[config.mk]
export PLATFORM = sky130hd
export DESIGN_NAME = uart_tx_fifo_drain
export DESIGN_NICKNAME = d
export VERILOG_FILES = /design/src/rtl/uart_tx_fifo_drain.sv
export SDC_FILE = /design/constraint.sdc
export NUM_CORES = 1
export LEC_CHECK = 0
export ABC_AREA = 1
export CAP_MARGIN = 40
export CELL_PAD_IN_SITES_DETAIL_PLACEMENT = 1
export CELL_PAD_IN_SITES_GLOBAL_PLACEMENT = 1
export CORE_MARGIN = 5
export CORE_UTILIZATION = 41
export CTS_CLUSTER_SIZE = 16
export DETAILED_ROUTE_END_ITERATION = 8
export HOLD_SLACK_MARGIN = 0.08
export PLACE_DENSITY = 0.83
export REMOVE_ABC_BUFFERS = 1
export SETUP_SLACK_MARGIN = 0.5
export SLEW_MARGIN = 20
export SYNTH_ARGS = -nofsm -noshare
export SYNTH_HDL_FRONTEND = slang
export SYNTH_SLANG_ARGS = --single-unit
[constraint.sdc]
create_clock -name clk -period 3.6 [get_ports clk]
set_clock_uncertainty 0.15 [all_clocks]
set_input_delay 0.54 -clock clk [delete_from_list [all_inputs] [get_ports clk]]
set_output_delay 0.54 -clock clk [all_outputs]
set_load 0.005 [all_outputs]
[src/rtl/uart_tx_fifo_drain.sv]
// -----------------------------------------------------------------------------
// uart_tx_fifo_drain
//
// Purpose:
//   UART transmitter sitting on the read side of the TX byte FIFO. It pops one
//   word at a time and sends it LSB-first as start / data / [parity] / stop.
//   The FIFO read data is registered, so it is valid the cycle after the pop.
//
// Parameters:
//   CLKS_PER_BIT  clock cycles per bit period (>= 2)
//   DATA_BITS     word width (5..9), must match the FIFO
//   STOP_BITS     number of stop bits (1 or 2)
//
// Optional feature:
//   UART_TX_PARITY_EN  when defined, an even-parity bit is sent between the
//                      last data bit and the stop period.
//
// Ports:
//   clk               in   system clock, rising edge
//   reset             in   synchronous active-high reset
//   tx_enable         in   allows new frames to start (frame in flight always
//                          completes)
//   fifo_is_empty     in   FIFO empty flag
//   fifo_dequeue      in   FIFO registered read data
//   fifo_req_dequeue  out  one-cycle pop request
//   tx                out  serial line, idle high
//   busy              out  high from the pop request to the end of stop
//   tx_done           out  one-cycle pulse on the last stop-bit cycle
//   o_dbg_state       out  current FSM state (observation only)
//
// Handshake: fifo_req_dequeue is a single-cycle strobe issued only in IDLE when
// tx_enable=1 and fifo_is_empty=0; the FIFO answers with data on fifo_dequeue
// in the following cycle (FETCH), where it is latched unconditionally.
// -----------------------------------------------------------------------------
module uart_tx_fifo_drain #(
   parameter int CLKS_PER_BIT = 868,
   parameter int DATA_BITS    = 8,
   parameter int STOP_BITS    = 1
) (
   input  logic                 clk,
   input  logic                 reset,
   input  logic                 tx_enable,
   input  logic                 fifo_is_empty,
   input  logic [DATA_BITS-1:0] fifo_dequeue,
   output logic                 fifo_req_dequeue,
   output logic                 tx,
   output logic                 busy,
   output logic                 tx_done,
   output logic [2:0]           o_dbg_state
);

   localparam int BAUD_W = (CLKS_PER_BIT > 1) ? $clog2(CLKS_PER_BIT) : 1;
   localparam int BIT_W  = $clog2(DATA_BITS);

   localparam logic [BAUD_W-1:0] BAUD_LAST   = BAUD_W'(CLKS_PER_BIT - 1);
   localparam logic [BAUD_W-1:0] BAUD_PENULT = BAUD_W'(CLKS_PER_BIT - 2);
   localparam logic [BAUD_W-1:0] BAUD_ONE    = BAUD_W'(1);
   localparam logic [BIT_W-1:0]  BIT_LAST    = BIT_W'(DATA_BITS - 1);
   localparam logic [BIT_W-1:0]  STOP_LAST   = BIT_W'(STOP_BITS - 1);
   localparam logic [BIT_W-1:0]  BIT_ONE     = BIT_W'(1);

   typedef enum logic [2:0] {
      S_IDLE   = 3'd0,
      S_FETCH  = 3'd1,
      S_START  = 3'd2,
      S_DATA   = 3'd3,
`ifdef UART_TX_PARITY_EN
      S_PARITY = 3'd5,
`endif
      S_STOP   = 3'd4
   } state_t;

   state_t               r_state;
   logic [BAUD_W-1:0]    r_baud;
   logic [BIT_W-1:0]     r_bit;     // data bit index, reused as stop-bit index
   logic [DATA_BITS-1:0] r_shift;
   logic                 r_tx;
   logic                 r_done;
`ifdef UART_TX_PARITY_EN
   logic                 r_parity;
`endif

   // The pop must be seen by the FIFO in the same IDLE cycle the condition
   // holds (its data comes back one cycle later), so the request is decoded
   // from the registered state and the live inputs. Reset masks it so no word
   // is popped while the block is being reset.
   logic w_pop;
   assign w_pop = (r_state == S_IDLE) && tx_enable && !fifo_is_empty && !reset;

   assign fifo_req_dequeue = w_pop;
   assign busy             = (r_state != S_IDLE) || w_pop;
   assign tx               = r_tx;
   assign tx_done          = r_done;
   assign o_dbg_state      = r_state;

   always_ff @(posedge clk) begin
      if (reset) begin
         r_state  <= S_IDLE;
         r_baud   <= '0;
         r_bit    <= '0;
         r_shift  <= '0;
         r_tx     <= 1'b1;
         r_done   <= 1'b0;
`ifdef UART_TX_PARITY_EN
         r_parity <= 1'b0;
`endif
      end else begin
         r_done <= 1'b0;
         case (r_state)
            S_IDLE: begin
               r_tx   <= 1'b1;
               r_baud <= '0;
               r_bit  <= '0;
               if (w_pop) r_state <= S_FETCH;
            end

            S_FETCH: begin
               r_shift  <= fifo_dequeue;
`ifdef UART_TX_PARITY_EN
               r_parity <= ^fifo_dequeue;
`endif
               r_tx     <= 1'b0;       // start bit appears on the next edge
               r_baud   <= '0;
               r_state  <= S_START;
            end

            S_START: begin
               if (r_baud == BAUD_LAST) begin
                  r_baud  <= '0;
                  r_bit   <= '0;
                  r_tx    <= r_shift[0];
                  r_shift <= r_shift >> 1;
                  r_state <= S_DATA;
               end else begin
                  r_baud <= r_baud + BAUD_ONE;
               end
            end

            S_DATA: begin
               if (r_baud == BAUD_LAST) begin
                  r_baud <= '0;
                  if (r_bit == BIT_LAST) begin
                     r_bit   <= '0;
`ifdef UART_TX_PARITY_EN
                     r_tx    <= r_parity;
                     r_state <= S_PARITY;
`else
                     r_tx    <= 1'b1;
                     r_state <= S_STOP;
`endif
                  end else begin
                     r_bit   <= r_bit + BIT_ONE;
                     r_tx    <= r_shift[0];
                     r_shift <= r_shift >> 1;
                  end
               end else begin
                  r_baud <= r_baud + BAUD_ONE;
               end
            end

`ifdef UART_TX_PARITY_EN
            S_PARITY: begin
               if (r_baud == BAUD_LAST) begin
                  r_baud  <= '0;
                  r_bit   <= '0;
                  r_tx    <= 1'b1;
                  r_state <= S_STOP;
               end else begin
                  r_baud <= r_baud + BAUD_ONE;
               end
            end
`endif

            S_STOP: begin
               r_tx <= 1'b1;
               // tx_done is registered, so it is raised one cycle ahead of the
               // final stop cycle; CLKS_PER_BIT >= 2 guarantees that cycle exists.
               if (r_baud == BAUD_PENULT && r_bit == STOP_LAST) r_done <= 1'b1;
               if (r_baud == BAUD_LAST) begin
                  r_baud <= '0;
                  if (r_bit == STOP_LAST) begin
                     r_bit   <= '0;
                     r_state <= S_IDLE;
                  end else begin
                     r_bit <= r_bit + BIT_ONE;
                  end
               end else begin
                  r_baud <= r_baud + BAUD_ONE;
               end
            end

            default: begin
               r_tx    <= 1'b1;
               r_state <= S_IDLE;
            end
         endcase
      end
   end

endmodule
==> results of run 1 <==
[cell usage after synthesis, types with 2 or more instances]
master / number / area (um^2)
o21ai_0: 6 / 30.0
nand4_1: 3 / 18.8
nand2_1: 62 / 233
nor2_4: 2 / 22.5
dfxtp_1: 26 / 521
nand2_2: 2 / 12.5
nand3_2: 2 / 20.0
nand3_1: 13 / 65.1
o21bai_1: 2 / 15.0
ha_1: 5 / 62.6
clkbuf_1: 2 / 7.51
a21oi_2: 2 / 17.5
nor2_2: 2 / 12.5
nand2_4: 4 / 45.0
nor2_1: 26 / 97.6
a21oi_1: 21 / 105
o21ai_1: 9 / 45.0
inv_1: 17 / 63.8
inv_2: 6 / 22.5
[path summary, 6_finish.rpt]
| kind | startpoint | end | slack, ns | cells after the start |
|---|---|---|---|---|
| worst max register to register | o_dbg_state[2] | tx | 1.92 | 7 |
| worst min-delay path | r_shift[7] | r_shift[7] | 0.35 | 2 |
| worst max-delay path | reset | busy | 0.89 | 5 |
| worst min register to register | r_shift[7] | r_shift[7] | 0.35 | 2 |
[power breakdown]
group,switching [mW],internal [mW],leakage [nW]
clock network,0.0964,0.0620,0.0210
logic,0.307,0.196,0.448
registers,0.0499,0.345,0.211
total,0.453,0.603,0.680
[cells by family after synthesis]
kind of cell | share of synthesized area
and+or+nand+nor | 0.383
adders and majority gates | 0.0422
buffers and inverters | 0.0709
DFF | 0.351
AOI/OAI and AO/OA | 0.153
[final cells by class]
cell class	instances	area (um^2)	area share
multi-input cells	168	857	0.493
inverters	23	86.3	0.0497
flip-flops and latches	26	520	0.299
clock buffers	4	36.3	0.0209
repair buffers	18	180	0.104
well taps	46	57.6	0.0331
[worst reg2reg max path, cell delays in order, from the launching register on]
cell and delay (ns):
dfxtp_1 0.58, inv_2 0.11, nand3_2 0.13, nand2_4 0.12, inv_2 0.17, a21oi_1 0.06
o21ai_0 0.16, nand3_1 0.09
[stage by stage]
step                hold WS, ns  utilization  setup WS [ns]  instances  total power, mW
floorplan                 0.292            -           2.09        217            0.752
global route              0.370        0.509          0.748        285             1.16
CTS                       0.354        0.509          0.876        285             1.07
detailed placement        0.319        0.498          0.876        281            0.910
global placement          0.313        0.498          0.885        281            0.902
finish                    0.354        0.509          0.893        285             1.06
[flip-flops by register name, summed over array words and instances, names as in the netlist]
signal / flops
r_baud: 10
r_shift: 8
o_dbg_state: 3
r_bit: 3
tx: 1
tx_done: 1
[cell usage in the layout, fill, tap and decap left out, drive strengths merged]
master          n
o21ai          15
nand2          68
nor2           30
and2            1
nor3            1
a21oi          23
dfxtp          26
inv            23
clkbuf          4
o21bai          2
nor4            1
nand3          16
or2             1
a21boi          1
o22ai           1
nand4           3
ha              5
clkdlybuf4s50  18
[routing by layer]
metal  wire length (um)  track usage  vias to the layer above  share of wire
li1                   -            -                      754              -
met1               1770        0.200                      675           0.49
met2               1670        0.254                       19           0.47
met3                112       0.0215                        4          0.031
met4                 36       0.0553                        0          0.010
met5                  0            0                        -              0
==> results.ini, run 1 <==
[synthesis]
synth.distinct_cells = 27
yosysWarnings = 0
async_reset_ff_frac = 0
synth_edf_count = 0
netlist_area_um2 = 1480
synth_seq_cells = 26
syn_area_per_cell_um2 = 6.74
yosysSeqAreaShare = 0.351
synth_top_flop_cell = dfxtp_1
syn_inst = 220

[grt]
grt_max_degree = 18
grt_pass1_wl_um = 6260
grt_antenna_before_repair = 0
grt_pass1_vias = 1390
grt.total_usage = 0.153
grt_overflow = 0

[timing]
slew_viol_final = 0
period_minus_slack_ns = 2.71
hold_violations = 0
maxSlewHeadroom = 0.646
finalSetupViolations = 0
final.period_utilization = 0.752
worst_pin_slew_ns = 0.531
setup_tns_ns = 0
rsz0062_at_grt = no
fmax_mhz = 369

[setup_path]
worstSetupPathType = in2out
worst-path-buf-inv = 3
cp_slowest_cell = clkdlybuf4s50_1
cp_slowest_stage_delay_ns = 0.76
crit_fanout = 12
path_cells = clkdlybuf4s50_1, nor2_1, nor2_1, inv_1, clkdlybuf4s50_1
crit_family = buffers and inverters
cp.arrival_ns = 2.02
cp.required_ns = 2.91
worst_setup_path_start_kind = input pin
cp-end-kind = output port

[route]
wire_per_inst_um = 12.6
vias = 1452
firstDrtPassIters = 4
avgViaCountPerCell = 5.09
drt_iter0_markers = 50
wl_um = 3580
ant_nets = 0
drc = 0

[clocking]
cts_setup_buffers = 0
h-tree-depth = 1
cts_buffers = 3
ctsHoldBuffers = 0
clock_sinks = 26
clk_latency_ns = 0.33
cts_tree = done
cts_buffer_depth = 2
clock-root-buffer = clkbuf_4
clk_pin_slew_worst_paths_ns = 0.15
cts_resized = 0

[cells_and_area]
drive_gt1_frac = 0.105
final_area_um2 = 1740
nNetsFinal = 257
syn_to_final_growth_pct = 17.2
diodes = 0
fill_cells = 464

[placed_design]
place_hpwl_um = 2710
dpl_cell_area_um2 = 1700
port_buffers = 18
routabilityCongestion = 0.754

[floorplan]
die-area_um2 = 4920
die_w_um = 70.1
die_h_um = 70.1
initial_core_util = 0.434
fp.coreArea_um2 = 3420
row_count = 21
io_pins = 19

[power]
power-per-cell-area_nw_per_um2 = 608
p_leak_nw = 0.680
ir_worst_vdd_mv = 0.259

[status]
outcome = completed

[run]
max_cap_viol_count = 0

[worst_hold_path]
hold_class = reg2reg

Power figures use the tool's default switching activity.
==> run 2, diff against run 1 <==
- CORE_UTILIZATION: 41 -> 35
- PLACE_DENSITY: 0.83 -> 0.75
- clock period: 3.6 -> 2.4 ns (I/O delays scaled with it)
==> run 2 against run 1 <==
Against the previous run:
- hold slack worse by 0.021 ns
- global-route usage down 0.13 points
- count of clock-buffer cells in the layout unchanged
- final cell count up 2.5%
- non-clock buffer count up 3
- register-to-register slack worse by 1.2 ns
==> results.ini, run 2 (same netlist as run 1, synthesis figures left out) <==
[grt]
grt_use_met2 = 0.264  ; +0.0101
grt_pass1_vias = 1486  ; +6.9%
use_met1 = 0.194  ; -0.00592
gr-usage-met3 = 0.0214  ; -0.000159
grt_overflow = 0  ; unchanged
grt-busiest-layer = met2
grt_antenna_before_repair = 0  ; unchanged
grt_pass1_wl_um = 6740  ; +7.7%
grt_max_degree = 15  ; -3
grt.total_usage = 0.151  ; -0.00126

[power]
p_leak_nw = 0.714  ; +4.9%
power-per-cell-area_nw_per_um2 = 916  ; +51%
ir_worst_vdd_mv = 0.440  ; +70%

[clocking]
clock_sinks = 26  ; unchanged
cts_tree = done
clock-root-buffer = clkbuf_8
cts_buffers = 3  ; unchanged
cts_setup_buffers = 0  ; unchanged
clk_latency_ns = 0.27  ; -0.06 ns
clk_pin_slew_worst_paths_ns = 0.09  ; -0.06 ns
cts_buffer_depth = 2  ; unchanged
h-tree-depth = 1  ; unchanged
ctsHoldBuffers = 0  ; unchanged

[cells_and_area]
most-common-layout-cells = 61 x nand2_1, 26 x nor2_1, 23 x dfxtp_1
reg_top3 = r_baud (10), r_shift (8)
regMostFlops = r_baud
final_common_cell = nand2_1
diodes = 0  ; unchanged
drive_gt1_frac = 0.140  ; +0.0359
largest_register_ffs = 10  ; unchanged
final_area_um2 = 1790  ; +3.2%
nNetsFinal = 260  ; +1.2%
syn_to_final_growth_pct = 20.9

[setup_path]
cp.required_ns = 1.89  ; -1.02 ns
worstSetupPathType = reg2out
worst_setup_path_start_kind = flop
crit_fanout = 9  ; -3
critPathCapture = o_dbg_state[2]
cp-end-kind = output port
r2r_slack_ns = 0.73  ; -1.19 ns
crit_path_start = o_dbg_state[2]
timing.rr.start = r_baud[1]
reg2regPathDepth = 8  ; +1
cp.arrival_ns = 1.31  ; -0.71 ns
r2r_end = r_shift[2]

[route]
avgViaCountPerCell = 5.01  ; -1.7%
firstDrtPassIters = 4  ; unchanged
drc = 0  ; unchanged
ant_nets = 0  ; unchanged
vias = 1463  ; +0.76%
drt_iter0_markers = 35  ; -30%
wire_per_inst_um = 13.0  ; +3.5%
wl_um = 3800  ; +6.0%

[floorplan]
die_w_um = 75.1  ; +7.1%
fp.coreArea_um2 = 4060  ; +19%
row_count = 23  ; +9.5%
die_h_um = 75.1  ; +7.1%
die-area_um2 = 5640  ; +15%
initial_core_util = 0.365  ; -0.0687
io_pins = 19  ; unchanged

[timing]
slew_viol_final = 0  ; unchanged
hold_violations = 0  ; unchanged
final.period_utilization = 0.760
maxSlewHeadroom = 0.822  ; +0.176
fmax_mhz = 548
setup_tns_ns = 0  ; unchanged
worst_pin_slew_ns = 0.267  ; -0.264 ns
period_minus_slack_ns = 1.82
finalSetupViolations = 0  ; unchanged
rsz0062_at_grt = no

[run]
max_cap_viol_count = 0  ; unchanged

[placed_design]
port_buffers = 18  ; unchanged
routabilityCongestion = 0.755  ; +0.11%
dpl_cell_area_um2 = 1730  ; +1.6%
place_hpwl_um = 2870  ; +5.9%

[worst_hold_path]
hold_class = reg2reg

[status]
outcome = completed

[run 2: cell types whose count changed in the layout (fill, tap and decap cells not counted), sizes merged]
cell           change
clkdlybuf4s50      -3
buf                +3
dlygate4sd2        +2
clkbuf             +1
[run 2: worst min path at each step]
stage	from	endpoint	slack, ns	cells after the start
after floorplan	reset	r_baud[1]	0.27	1
after global placement	r_shift[7]	r_shift[7]	0.31	2
after detailed placement	r_shift[7]	r_shift[7]	0.32	2
after CTS	r_shift[7]	r_shift[7]	0.34	2
after global routing	reset	o_dbg_state[2]	0.35	2
final	r_shift[7]	r_shift[7]	0.33	2
[run 2: per-layer routing]
layer,routed length [um],part of all wire,vias up
met2,1790,0.47,20
met1,1830,0.48,683
met5,0,0,-
met4,36,0.0095,0
met3,144,0.038,4
li1,-,-,756
[run 2: timing repair]
| item | 4_1_cts | 5_1_grt |
|---|---|---|
| pin swaps | 1 | 1 |
| endpoints found under the hold margin | 0 | 0 |
| gates cloned | 0 | 0 |
| endpoints found under the setup margin | 3 | 2 |
| gates resized for setup | 9 | 2 |
[run 2: report_power, final]
part / internal, mW / total [mW] / switching [mW]
clock network: 0.147 / 0.292 / 0.146
logic: 0.288 / 0.750 / 0.462
registers: 0.520 / 0.599 / 0.0785
[run 2: stage by stage]
stage / cells / total power [mW] / util / setup WS [ns] / hold slack, ns
after floorplan: 217 / 1.13 / - / 0.957 / 0.272
after global placement: 288 / 1.35 / 0.426 / 0.340 / 0.311
after detailed placement: 288 / 1.37 / 0.426 / 0.287 / 0.320
after CTS: 292 / 1.68 / 0.443 / 0.519 / 0.337
after global routing: 292 / 1.81 / 0.442 / 0.506 / 0.353
final: 292 / 1.64 / 0.442 / 0.576 / 0.333
[run 2: cell type report]
class | count | area (um^2)
well taps | 50 | 62.6
inverters | 23 | 86.3
multi-input cells | 168 | 870
flip-flops and latches | 26 | 524
fillers | 536 | 2260
repair buffers | 21 | 195
clock buffers | 4 | 55.1
[run 2: critical path, cell delays in order, from the launching register on]
cell and delay [ns]:
dfxtp_2 0.36, buf_4 0.17, clkdlybuf4s50_1 0.51
==> run 3, diff against run 2 <==
- clock period: 2.4 -> 1.6 ns (I/O delays scaled with it)
==> run 3 against run 2 <==
Against the previous run:
- the run now ends with negative setup slack left
- critical path depth rose by 8
- clock power rose by 100%
- non-clock buffer count rose by 44
- sequential power rose by 54%
- flip-flop and latch count did not move
- routed wire length rose by 73%
- critical path type is now reg2reg
- largest power group unchanged
==> results.ini, run 3 (same netlist as run 1, synthesis figures left out) <==
[route]
wl_met2_um = 3260  ; +82%
drc = 0  ; unchanged
drt_iter0_markers = 40  ; +14%
avgViaCountPerCell = 5.25  ; +4.8%
wire_per_inst_um = 19.5  ; +50%
firstDrtPassIters = 4  ; unchanged
met3_length_um = 255  ; +77%
m1WireLength_um = 2880  ; +58%
dr.max_layer_used = met4
wl_um = 6590  ; +73%
ant_nets = 0  ; unchanged
vias = 1774  ; +21%

[timing]
worst_pin_slew_ns = 0.332  ; +0.0653 ns
slew_viol_final = 0  ; unchanged
hold_slack_ns = 0.341  ; +0.00764 ns
final.period_utilization = 1.05
finalSetupViolations = 6  ; +6
layout_setup_ws_ns = -0.0727  ; -0.649 ns
maxSlewHeadroom = 0.776  ; -0.0452
hold_violations = 0  ; unchanged
rsz0062_at_grt = yes
fmax_mhz = 598
period_minus_slack_ns = 1.67
setup_tns_ns = -0.259  ; -0.259 ns

[placed_design]
port_buffers = 18  ; unchanged
routabilityCongestion = 0.732  ; -3.0%
dp.cells = 303  ; +5.2%
place_hpwl_um = 3080  ; +7.2%
dpl_cell_area_um2 = 1840  ; +6.5%

[floorplan]
io_pins = 19  ; unchanged
die_h_um = 75.1  ; unchanged
die-area_um2 = 5640  ; unchanged
fp.coreArea_um2 = 4060  ; unchanged
die_w_um = 75.1  ; unchanged
initial_core_util = 0.365  ; unchanged
row_count = 23  ; unchanged

[clocking]
ctsHoldBuffers = 0  ; unchanged
cts_tree = done
h-tree-depth = 1  ; unchanged
cts_buffer_depth = 2  ; unchanged
clock_sinks = 26  ; unchanged
clk_latency_ns = 0.30  ; +0.03 ns
cts_buffers = 3  ; unchanged
clock-root-buffer = clkbuf_8
clk_pin_slew_worst_paths_ns = 0.11  ; +0.02 ns

[setup_path]
worst-path-buf-inv = 3  ; +1
crit_family = simple AND/OR/NAND/NOR gates
worst_setup_path_start_kind = flop
crit_fanout = 4  ; -5
worstSetupPathType = reg2reg
cp.arrival_ns = 1.75  ; +0.44 ns
cp-end-kind = flop
path_cells = buf_6, nand2_4, nor2_4, buf_4, nand2_1, nand2_2, inv_2, nor2_2, nor2_1, nor2_1
cp_common_cell = nor2_1
cp_slowest_stage_delay_ns = 0.39  ; -0.12 ns
cp.required_ns = 1.68  ; -0.21 ns
cp_slowest_cell = dfxtp_2

[status]
violations = negative setup slack
outcome = finished, violations left

[cells_and_area]
regMostFlops = r_baud
nNetsFinal = 306  ; +18%
drive_gt1_frac = 0.510  ; +0.370
syn_to_final_growth_pct = 71.6
diodes = 0  ; unchanged
final_common_cell = nand2_1
most-common-layout-cells = 48 x nand2_1, 36 x buf_4, 17 x nor2_1
largest_register_ffs = 10  ; unchanged
stdcell_count = 338  ; +16%
reg_top3 = r_baud (10), r_shift (8)
final_area_um2 = 2540  ; +42%

[grt]
grt_antenna_before_repair = 0  ; unchanged
grt_max_degree = 16  ; +1
grt_pass1_vias = 1769  ; +19%
grt.total_usage = 0.204  ; +0.0529
grt_overflow = 0  ; unchanged
grt_pass1_wl_um = 8660  ; +28%

[run]
max_cap_viol_count = 0  ; unchanged

[power]
p_leak_nw = 1.05  ; +46%
ir_worst_vdd_mv = 0.719  ; +64%
power-per-cell-area_nw_per_um2 = 1480  ; +62%

[worst_hold_path]
hold_class = reg2reg

run 3: cell types whose count changed in the layout (fill, tap and decap cells not counted), moves of 9 or more:
cell	before	now
a21oi_1	21	9
nand2_1	61	48
buf_6	0	11
a21oi_2	2	14
nor2_1	26	17
buf_4	3	36
run 3: stage by stage:
| step | utilization | worst slack [ns] | total power [mW] |
|---|---|---|---|
| final | 0.627 | -0.0727 | 3.77 |
| after global routing | 0.627 | -0.180 | 3.97 |
| after global placement | 0.454 | -0.223 | 2.12 |
| after detailed placement | 0.454 | -0.243 | 2.17 |
| after floorplan | - | 0.157 | 1.69 |
| after CTS | 0.558 | 0.102 | 3.26 |
run 3: repair_timing:
action	CTS	global route
setup buffers	15	13
cloned	3	0
pin swaps	26	13
setup endpoints to repair	33	33
resized for setup	101	47
run 3: final cells by class:
cell class / count / area [um^2]
Timing Repair inverter: 1 / 7.51
Timing Repair Buffer: 65 / 561
Tap cell: 50 / 62.6
Fill cell: 481 / 1510
Inverter: 23 / 109
Clock buffer: 3 / 41.3
Clock inverter: 1 / 30.0
Multi-Input combinational cell: 169 / 1190
Sequential cell: 26 / 544
run 3: worst reg2reg max path: cells and delay by family, from the launching register on:
kind,cells,cell delay [ns]
buf+inv,3,0.36
flops,1,0.39
simple gates,7,0.71
run 3: per-layer routing:
layer | up-vias | GRT usage
li1 | 851 | -
met1 | 869 | 0.241
met2 | 39 | 0.365
met3 | 15 | 0.0280
met4 | 0 | 0.0909
met5 | - | 0
run 3: final timing paths:
path	from	to	slack (ns)	cells after the start
worst max register to register	o_dbg_state[1]	r_bit[1]	-0.07	10
worst min register to register	r_shift[4]	r_shift[4]	0.34	2
worst max-delay path	o_dbg_state[1]	r_bit[1]	-0.07	10
worst min-delay path	r_shift[4]	r_shift[4]	0.34	2
run 3: report_power, final:
part / leakage (nW) / internal, mW / total [mW] / switching, mW
clock network: 0.0357 / 0.336 / 0.596 / 0.260
logic: 0.793 / 0.987 / 2.25 / 1.26
registers: 0.217 / 0.796 / 0.920 / 0.124
